File: config.mk
export PLATFORM = sky130hd
export DESIGN_NAME = fft8_bf_sequencer
export DESIGN_NICKNAME = d
export VERILOG_FILES = /design/src/rtl/fft8_pkg.sv /design/src/rtl/fft8_bf_addr_gen.sv /design/src/rtl/fft8_bf_sequencer.sv
export SDC_FILE = /design/constraint.sdc
export NUM_CORES = 1
export LEC_CHECK = 0
export ABC_AREA = 1
export BUFFER_PORTS_ARGS = -buffer_cell sky130_fd_sc_hd__buf_4
export CAP_MARGIN = 20
export CORE_UTILIZATION = 35
export CTS_BUF_LIST = sky130_fd_sc_hd__clkbuf_8 sky130_fd_sc_hd__clkbuf_16
export DETAILED_ROUTE_END_ITERATION = 7
export GPL_TIMING_DRIVEN = 0
export PLACE_DENSITY = 0.55
export SYNTH_ARGS = -nofsm -noshare
export SYNTH_HDL_FRONTEND = slang
export SYNTH_SLANG_ARGS = --single-unit
File: constraint.sdc
create_clock -name i_clk -period 6.8 [get_ports i_clk]
set_clock_uncertainty 0.15 [all_clocks]
set_input_delay 0 -clock i_clk [delete_from_list [all_inputs] [get_ports i_clk]]
set_output_delay 0 -clock i_clk [all_outputs]
set_load 0.02 [all_outputs]
File: src/rtl/fft8_pkg.sv
// fft8_pkg: shared types and sizes for the 8-point radix-2 DIT FFT control path.
// Latency: n/a (types and constants only).
// Backpressure: n/a.
package fft8_pkg;

   localparam int N_PTS    = 8;
   localparam int N_STAGES = 3;
   localparam int N_BF     = 4;
   localparam int IDX_W    = $clog2(N_PTS);

   typedef enum logic [1:0] {
      IDLE  = 2'd0,
      ISSUE = 2'd1,
      DRAIN = 2'd2,
      DONE  = 2'd3
   } seq_state_e;

   // One butterfly command: upper/lower operand buffer indices and twiddle ROM address.
   typedef struct packed {
      logic [IDX_W-1:0] idx_a;
      logic [IDX_W-1:0] idx_b;
      logic [1:0]       tw_addr;
   } bf_cmd_t;

endpackage

File: src/rtl/fft8_bf_addr_gen.sv
// fft8_bf_addr_gen: maps (stage, butterfly) to operand indices and twiddle address.
// Latency: purely combinational, zero cycles.
// Backpressure: none; the caller holds stage/b stable while a command is stalled.
//
// Ports:
//   stage - current FFT stage, 0..2 (3 is clamped to 2)
//   b     - butterfly number within the stage, 0..3
//   cmd   - idx_a, idx_b = idx_a + span, tw_addr = pos << (2 - stage)
module fft8_bf_addr_gen
   import fft8_pkg::*;
(
   input  logic [1:0] stage,
   input  logic [1:0] b,
   output bf_cmd_t    cmd
);

   logic [1:0]       s;
   logic [IDX_W-1:0] b_w;
   logic [IDX_W-1:0] span;
   logic [IDX_W-1:0] pos;
   logic [IDX_W-1:0] grp;
   logic [IDX_W-1:0] tw_w;

   always_comb begin
      // Stage 3 never occurs; clamping keeps the shift amounts in range regardless.
      s    = (stage > 2'd2) ? 2'd2 : stage;
      b_w  = IDX_W'(b);
      span = IDX_W'(1) << s;
      pos  = b_w & (span - IDX_W'(1));
      grp  = b_w >> s;
      tw_w = pos << (2'd2 - s);

      cmd         = '0;
      cmd.idx_a   = (grp << (s + 2'd1)) + pos;
      cmd.idx_b   = cmd.idx_a + span;
      cmd.tw_addr = tw_w[1:0];
   end

endmodule

File: src/rtl/fft8_bf_sequencer.sv
// fft8_bf_sequencer: walks 3 stages x 4 butterflies issuing one command per accepted cycle.
// Latency: 12 + 3*BF_LAT + 1 cycles from first valid to o_done when never stalled.
// Backpressure: o_bf_valid/i_bf_ready handshake; command outputs hold while i_bf_ready is low.
//
// Ports:
//   i_clk, i_rst       - rising-edge clock, asynchronous active-high reset
//   i_start            - start request, honoured only in IDLE (never queued)
//   i_bf_ready         - butterfly datapath accepts the command this cycle
//   o_bf_valid         - o_idx_a/o_idx_b/o_tw_addr carry a valid command
//   o_stage            - current stage 0..2
//   o_busy, o_done     - busy outside IDLE; one-cycle done pulse after stage 2 drains
//   o_tw_conj          - conjugate-twiddle flag
// Build option FFT_INVERSE_EN: adds i_inverse, latched with i_start and driven on
// o_tw_conj while busy; without it o_tw_conj is tied 0.
module fft8_bf_sequencer
   import fft8_pkg::*;
#(
   parameter int unsigned BF_LAT = 4
) (
   input  logic       i_clk,
   input  logic       i_rst,
   input  logic       i_start,
   input  logic       i_bf_ready,
`ifdef FFT_INVERSE_EN
   input  logic       i_inverse,
`endif
   output logic       o_bf_valid,
   output logic [2:0] o_idx_a,
   output logic [2:0] o_idx_b,
   output logic [1:0] o_tw_addr,
   output logic [1:0] o_stage,
   output logic       o_busy,
   output logic       o_done,
   output logic       o_tw_conj
);

   localparam logic [3:0] DRAIN_LOAD = 4'(BF_LAT);
   localparam logic [1:0] LAST_STAGE = 2'(N_STAGES - 1);
   localparam logic [1:0] LAST_BF    = 2'(N_BF - 1);

   seq_state_e state_q, state_d;
   logic [1:0] stage_q, stage_d;
   logic [1:0] b_q, b_d;
   logic [3:0] drain_q, drain_d;
   bf_cmd_t    cmd;

   fft8_bf_addr_gen u_addr_gen (
      .stage (stage_q),
      .b     (b_q),
      .cmd   (cmd)
   );

   always_ff @(posedge i_clk or posedge i_rst) begin
      if (i_rst) begin
         state_q <= IDLE;
         stage_q <= 2'd0;
         b_q     <= 2'd0;
         drain_q <= 4'd0;
      end else begin
         state_q <= state_d;
         stage_q <= stage_d;
         b_q     <= b_d;
         drain_q <= drain_d;
      end
   end

   always_comb begin
      state_d    = state_q;
      stage_d    = stage_q;
      b_d        = b_q;
      drain_d    = drain_q;
      o_bf_valid = 1'b0;
      o_idx_a    = 3'd0;
      o_idx_b    = 3'd0;
      o_tw_addr  = 2'd0;
      o_stage    = stage_q;
      o_busy     = (state_q != IDLE);
      o_done     = (state_q == DONE);

      case (state_q)
         IDLE: begin
            if (i_start) begin
               state_d = ISSUE;
               stage_d = 2'd0;
               b_d     = 2'd0;
            end
         end

         ISSUE: begin
            // Command outputs are gated to zero outside ISSUE so IDLE/reset read all-zero.
            o_bf_valid = 1'b1;
            o_idx_a    = cmd.idx_a;
            o_idx_b    = cmd.idx_b;
            o_tw_addr  = cmd.tw_addr;
            if (i_bf_ready) begin
               if (b_q == LAST_BF) begin
                  b_d = 2'd0;
                  if (DRAIN_LOAD != 4'd0) begin
                     state_d = DRAIN;
                     drain_d = DRAIN_LOAD;
                  end else if (stage_q == LAST_STAGE) begin
                     // Zero-latency datapath: nothing to wait for.
                     state_d = DONE;
                  end else begin
                     stage_d = stage_q + 2'd1;
                  end
               end else begin
                  b_d = b_q + 2'd1;
               end
            end
         end

         DRAIN: begin
            // Wait BF_LAT cycles so the last writeback of this stage lands first.
            drain_d = drain_q - 4'd1;
            if (drain_q <= 4'd1) begin
               drain_d = 4'd0;
               if (stage_q == LAST_STAGE) begin
                  state_d = DONE;
               end else begin
                  state_d = ISSUE;
                  stage_d = stage_q + 2'd1;
                  b_d     = 2'd0;
               end
            end
         end

         DONE: begin
            state_d = IDLE;
            stage_d = 2'd0;
            b_d     = 2'd0;
         end

         default: begin
            state_d = IDLE;
            stage_d = 2'd0;
            b_d     = 2'd0;
            drain_d = 4'd0;
         end
      endcase
   end

`ifdef FFT_INVERSE_EN
   logic inv_q;

   // Captured with the start request; re-cleared every idle cycle without a start.
   always_ff @(posedge i_clk or posedge i_rst) begin
      if (i_rst) begin
         inv_q <= 1'b0;
      end else if (state_q == IDLE) begin
         inv_q <= i_start & i_inverse;
      end
   end

   assign o_tw_conj = inv_q & (state_q != IDLE);
`else
   assign o_tw_conj = 1'b0;
`endif

endmodule

---- Word-level counts from Yosys, hierarchy flattened ----
Cells that the tools add are included.
word-level totals
  logic and storage cells ................. 61
  output and inout bits ................... 14
  register bits ........................... 10
cells by class
  reduce and logical (&&, ||, !) cells .... 7
  eq/ne operators ......................... 10
  shifts and indexed selects .............. 4
  order comparisons ....................... 2
  bitwise gates (word level) .............. 2
  $add $sub $neg .......................... 8
  mux-type cells .......................... 24
operators with widths
  kind                 count
  $mux 2               14
  $pmux 2 s4           2
  $mux 4               3
  $reduce_and 4->1     3
  $ne 2x2->1 const B   5
  $eq 2x2->1 const B   4
  $pmux 4 s2           1
  $add 2x1->2 const B  3
  $add 3x3->3          2
  $mux 3               2
  $pmux 2 s3           1
  $le 4x1->1 const B   1
  $reduce_bool 2->1    2
  $sub 4x1->4 const B  1
  $and 2x3->3          1
  $reduce_and 3->1     1
  $shl 1x2->3 const A  1
  $shl 3x2->2          1
  $shl 3x2->3          1
  $shr 2x2->3          1
  $sub 3x1->3 const B  1
  $eq 2x1->1 const B   1
  $gt 2x2->1 const B   1
  $logic_not 2->1      1
  other kinds (3)      3

---- Depth between registers and ports, before layout ----
  depth after elaboration ................. 8
  mapped depth ............................ 14

---- Hierarchy ----
A second synthesis with hierarchy kept.
second synthesis, totals
  cell total of the unflattened synthesis .. 136
  area total of the unflattened synthesis .. 895.9 µm²
modules (own cells, without submodules)
  module             seq. area each (µm²)  cells an instance  area each (µm²)  times used
  fft8_bf_sequencer  250.2                 108                744.5            1
  fft8_bf_addr_gen   0.0                   28                 151.4            1

---- Worst setup path before layout ----
OpenSTA, ideal clock, no wires.
  kind .................................... register to output
  from .................................... register stage_q[1], in the netlist o_stage[1]
  to ...................................... output port o_idx_b[2]
  cell stages (with the launch flop) ...... 11
  buffers on the path ..................... 0
  arrival time ............................ 3.087 ns
  path slack .............................. 3.563 ns
  cell sequence ........................... dfrtp_1 -> inv_1 -> ha_1 -> or4_1 -> fa_1 -> inv_1 -> fa_1 -> nand3b_1 -> nand2_1 -> nand3_1 -> a21oi_1
on the way
  cells in the longest elaborated chain, start to end .. 8
RTL lines
  what                    line                     RTL
  from (decl)             fft8_bf_sequencer.sv:42  logic [1:0] stage_q, stage_d;
  from (signal assigned)  fft8_bf_sequencer.sv:61  stage_q <= stage_d;
  $gt 2x2->1              fft8_bf_addr_gen.sv:26   s = (stage > 2'd2) ? 2'd2 : stage;
  $mux 2 (*)              fft8_bf_addr_gen.sv:26
  $shl 1x2->3             fft8_bf_addr_gen.sv:28   span = IDX_W'(1) << s;
  $sub 3x1->3             fft8_bf_addr_gen.sv:29   pos = b_w & (span - IDX_W'(1));
  $and 2x3->3             fft8_bf_addr_gen.sv:29
  $add 3x3->3             fft8_bf_addr_gen.sv:34   cmd.idx_a = (grp << (s + 2'd1)) + pos;
  $add 3x3->3 (*)         fft8_bf_addr_gen.sv:35   cmd.idx_b = cmd.idx_a + span;
  $mux 3 (*)              fft8_bf_sequencer.sv:80  case (state_q)
  to (decl)               fft8_bf_sequencer.sv:29  output logic [2:0] o_idx_b,
Every way passes the cells marked *; elsewhere a longest branch is shown, timed or not.

---- Worst setup path after layout ----
Same ends and word-level chain as after synthesis.

==> qor.yml <==
worst_setup_path:
  crit_path_max_fanout: 6
  cp-end-kind: "primary output"
  rr_worst_depth: 7
  critPathKind: "flip-flop to primary output"
  arrival_ps: 3380
  critical_path.startpoint: "o_stage[1]"
  rrSetupSlack_ps: 5230
  crit_path_end: "o_idx_b[2]"
  reg2reg_to: "b_q[1]"
  critPathRequiredTime_ps: 6650
  r2r_start: "drain_q[0]"
  start_kind: "flip-flop"
routing:
  drtAntennaViolNets: 0
  detail_route.wl_per_cell_um: 10.6
  viasPerCell: 4.55
  drc: 0
  num_vias: 788
  drt_iter0_markers: 8
  routed_wirelength_mm: 1.83
  first_pass_iters: 4
global_route:
  grtUsageTotal_pct: 15.4
  grt_pass1_wl_mm: 3.25
  gr-total-overflow: 0
  grt_pass1_vias: 768
  antenna_found_initial: 0
  grt_max_degree: 11
clock_tree:
  cts_max_path_buffers: 2
  tritoncts.num_buffers: 3
  cts_tree: "built"
  clk_pin_slew_ps: 50
  clock-root-buffer: "clkbuf_8"
  htreeDepth: 1
  clock_latency_ps: 230
  clock-sinks: 10
sta:
  setup_viol: 0
  setup_tns_ps: 0
  max_freq_mhz: 283
  finalHoldViolCount: 0
  final.min_clock_period_ps: 3530
  hold_slack_ps: 28.0
  finalCritPeriodShare_pct: 51.9
  rsz0062_at_grt: "false"
  worst_slack_ps: 3270
  drv_slew: 0
layout:
  layout_commonest_cell: "nand2_1"
  mostFrequentLayoutCells: "nand2_1, inv_1, buf_4"
  layout-drive-gt1-share_pct: 29.4
  final_cell_area_mm2: 0.00118
  areaGrowthSynthToFinish_pct: 23.3
  nets: 160
  instances_no_fill: 173
  antenna_cells: 0
  fin_util_pct: 46.8
power:
  p_leak_nw: 0.607
  p_total_uw: 496
  powerDensity_mw_per_mm2: 421
  vdd_drop_max_mv: 0.220
job:
  cap_violations: 0
floorplanning:
  io_pins: 18
  core_mm2: 0.00252
  die_h_um: 54.3
  rows: 18
  fp.dieW_um: 54.3
  start_util_pct: 37.9
  die-area_mm2: 0.00295
worst_hold_path:
  worstHoldPathCells: 4
  hp-class: "primary input to flip-flop"
yosys:
  syn_nets: 138
  ys_seq_area_share_pct: 26.1
  synth.distinct_cells: 33
  syn_area_um2: 957
  synth_seq_cells: 10
  avgSynthCellArea_um2: 7.85
  synthCells: 122
  ys.warnings.count: 0
placed_design:
  place.gp.congestion: 0.800
  dp_hpwl_mm: 1.45
  dp.cells: 168
  dpl_cell_area_mm2: 0.00111
  post-place-ws_ps: 3530
  io_buffers: 16
outcome:
  outcome: "finished clean"
[final cells by class]
cell class	instances	area (um^2)
Fill cell	246	1340
Multi-Input combinational cell	84	583
Sequential cell	10	250
Timing Repair Buffer	17	130
Inverter	26	105
Clock buffer	4	55.1
Tap cell	30	37.5
Buffer	2	18.8
[repair_timing]
action / in CTS / in global routing
setup buffers: 0 / 0
hold endpoints to repair: 10 / 0
hold buffers: 1 / 0
resized for setup: 0 / 0
setup endpoints to repair: 0 / 0
[routing by layer]
metal / vias to the layer above / track usage, % / part of all wire (%)
met5: - / 0 / 0
met4: 0 / 3.85 / 0
met3: 0 / 4.17 / 3.5
met2: 13 / 26.0 / 46
met1: 355 / 19.2 / 51
li1: 420 / - / -
[worst max-delay path: stages, from the launching register on]
cell	delay, ps
dfrtp_1	440
inv_1	190
ha_1	270
inv_1	150
nor4_1	260
ha_1	200
inv_1	50
fa_1	500
inv_1	60
fa_1	390
nand3b_1	170
nand2_1	90
nand3_1	70
a21oi_1	150
buf_4	160
[power by group]
part	internal, mW	switching [mW]	total (mW)
clock network	0.0510	0.0246	0.0756
registers	0.0825	0.0253	0.108
logic	0.123	0.190	0.313
[state kept, by name, summed over array words and instances (netlist names)]
| signal | flops |
|---|---|
| state_q | 2 |
| drain_q | 4 |
| b_q | 2 |
| o_stage | 2 |
[cells in the mapped netlist]
master	number	area, um^2
ha_1	10	125
or4_1	1	7.51
nand3b_4	1	20.0
nand3_4	1	17.5
o22ai_1	1	6.26
a31oi_1	1	6.26
nand4_4	1	21.3
inv_8	1	11.3
nand3b_1	1	7.51
o21ai_1	4	20.0
nand3_2	1	10.0
nor3_1	2	10.0
a21oi_1	4	20.0
nand3_1	3	15.0
buf_6	1	11.3
nor4_1	1	6.26
nor2_1	8	30.0
buf_4	1	7.51
fa_1	2	40.0
a21oi_2	2	17.5
o21ai_4	1	16.3
inv_1	21	78.8
o21ai_0	3	15.0
nand2_1	25	93.8
a21boi_1	1	7.51
nor2_2	1	6.26
nand2_2	4	25.0
inv_2	4	15.0
nor2_4	1	11.3
dfrtp_1	10	250
conb_1	1	3.75
o21ai_2	2	17.5
and2_1	1	6.26
[how the worst min path moves through the flow]
stage / start / endpoint / slack [ps]
detailed placement: i_rst / drain_q[0] / -130
global route: i_start / state_q[0] / 40
finish: i_bf_ready / state_q[0] / 30
global placement: i_rst / drain_q[0] / -140
floorplan: i_rst / b_q[0] / -310
CTS: i_bf_ready / state_q[0] / 30
[cell families after synthesis]
| group | after synthesis | synth area share, % |
|---|---|---|
| AND/OR/NAND/NOR | 52 | 30.1 |
| buffers and inverters | 28 | 12.9 |
| AO/OA/AOI/OAI | 19 | 13.2 |
| adder cells (fa/ha/maj) | 12 | 17.3 |
| flip-flops | 10 | 26.1 |
| other | 1 | 0.392 |
Power figures use the tool's default switching activity.
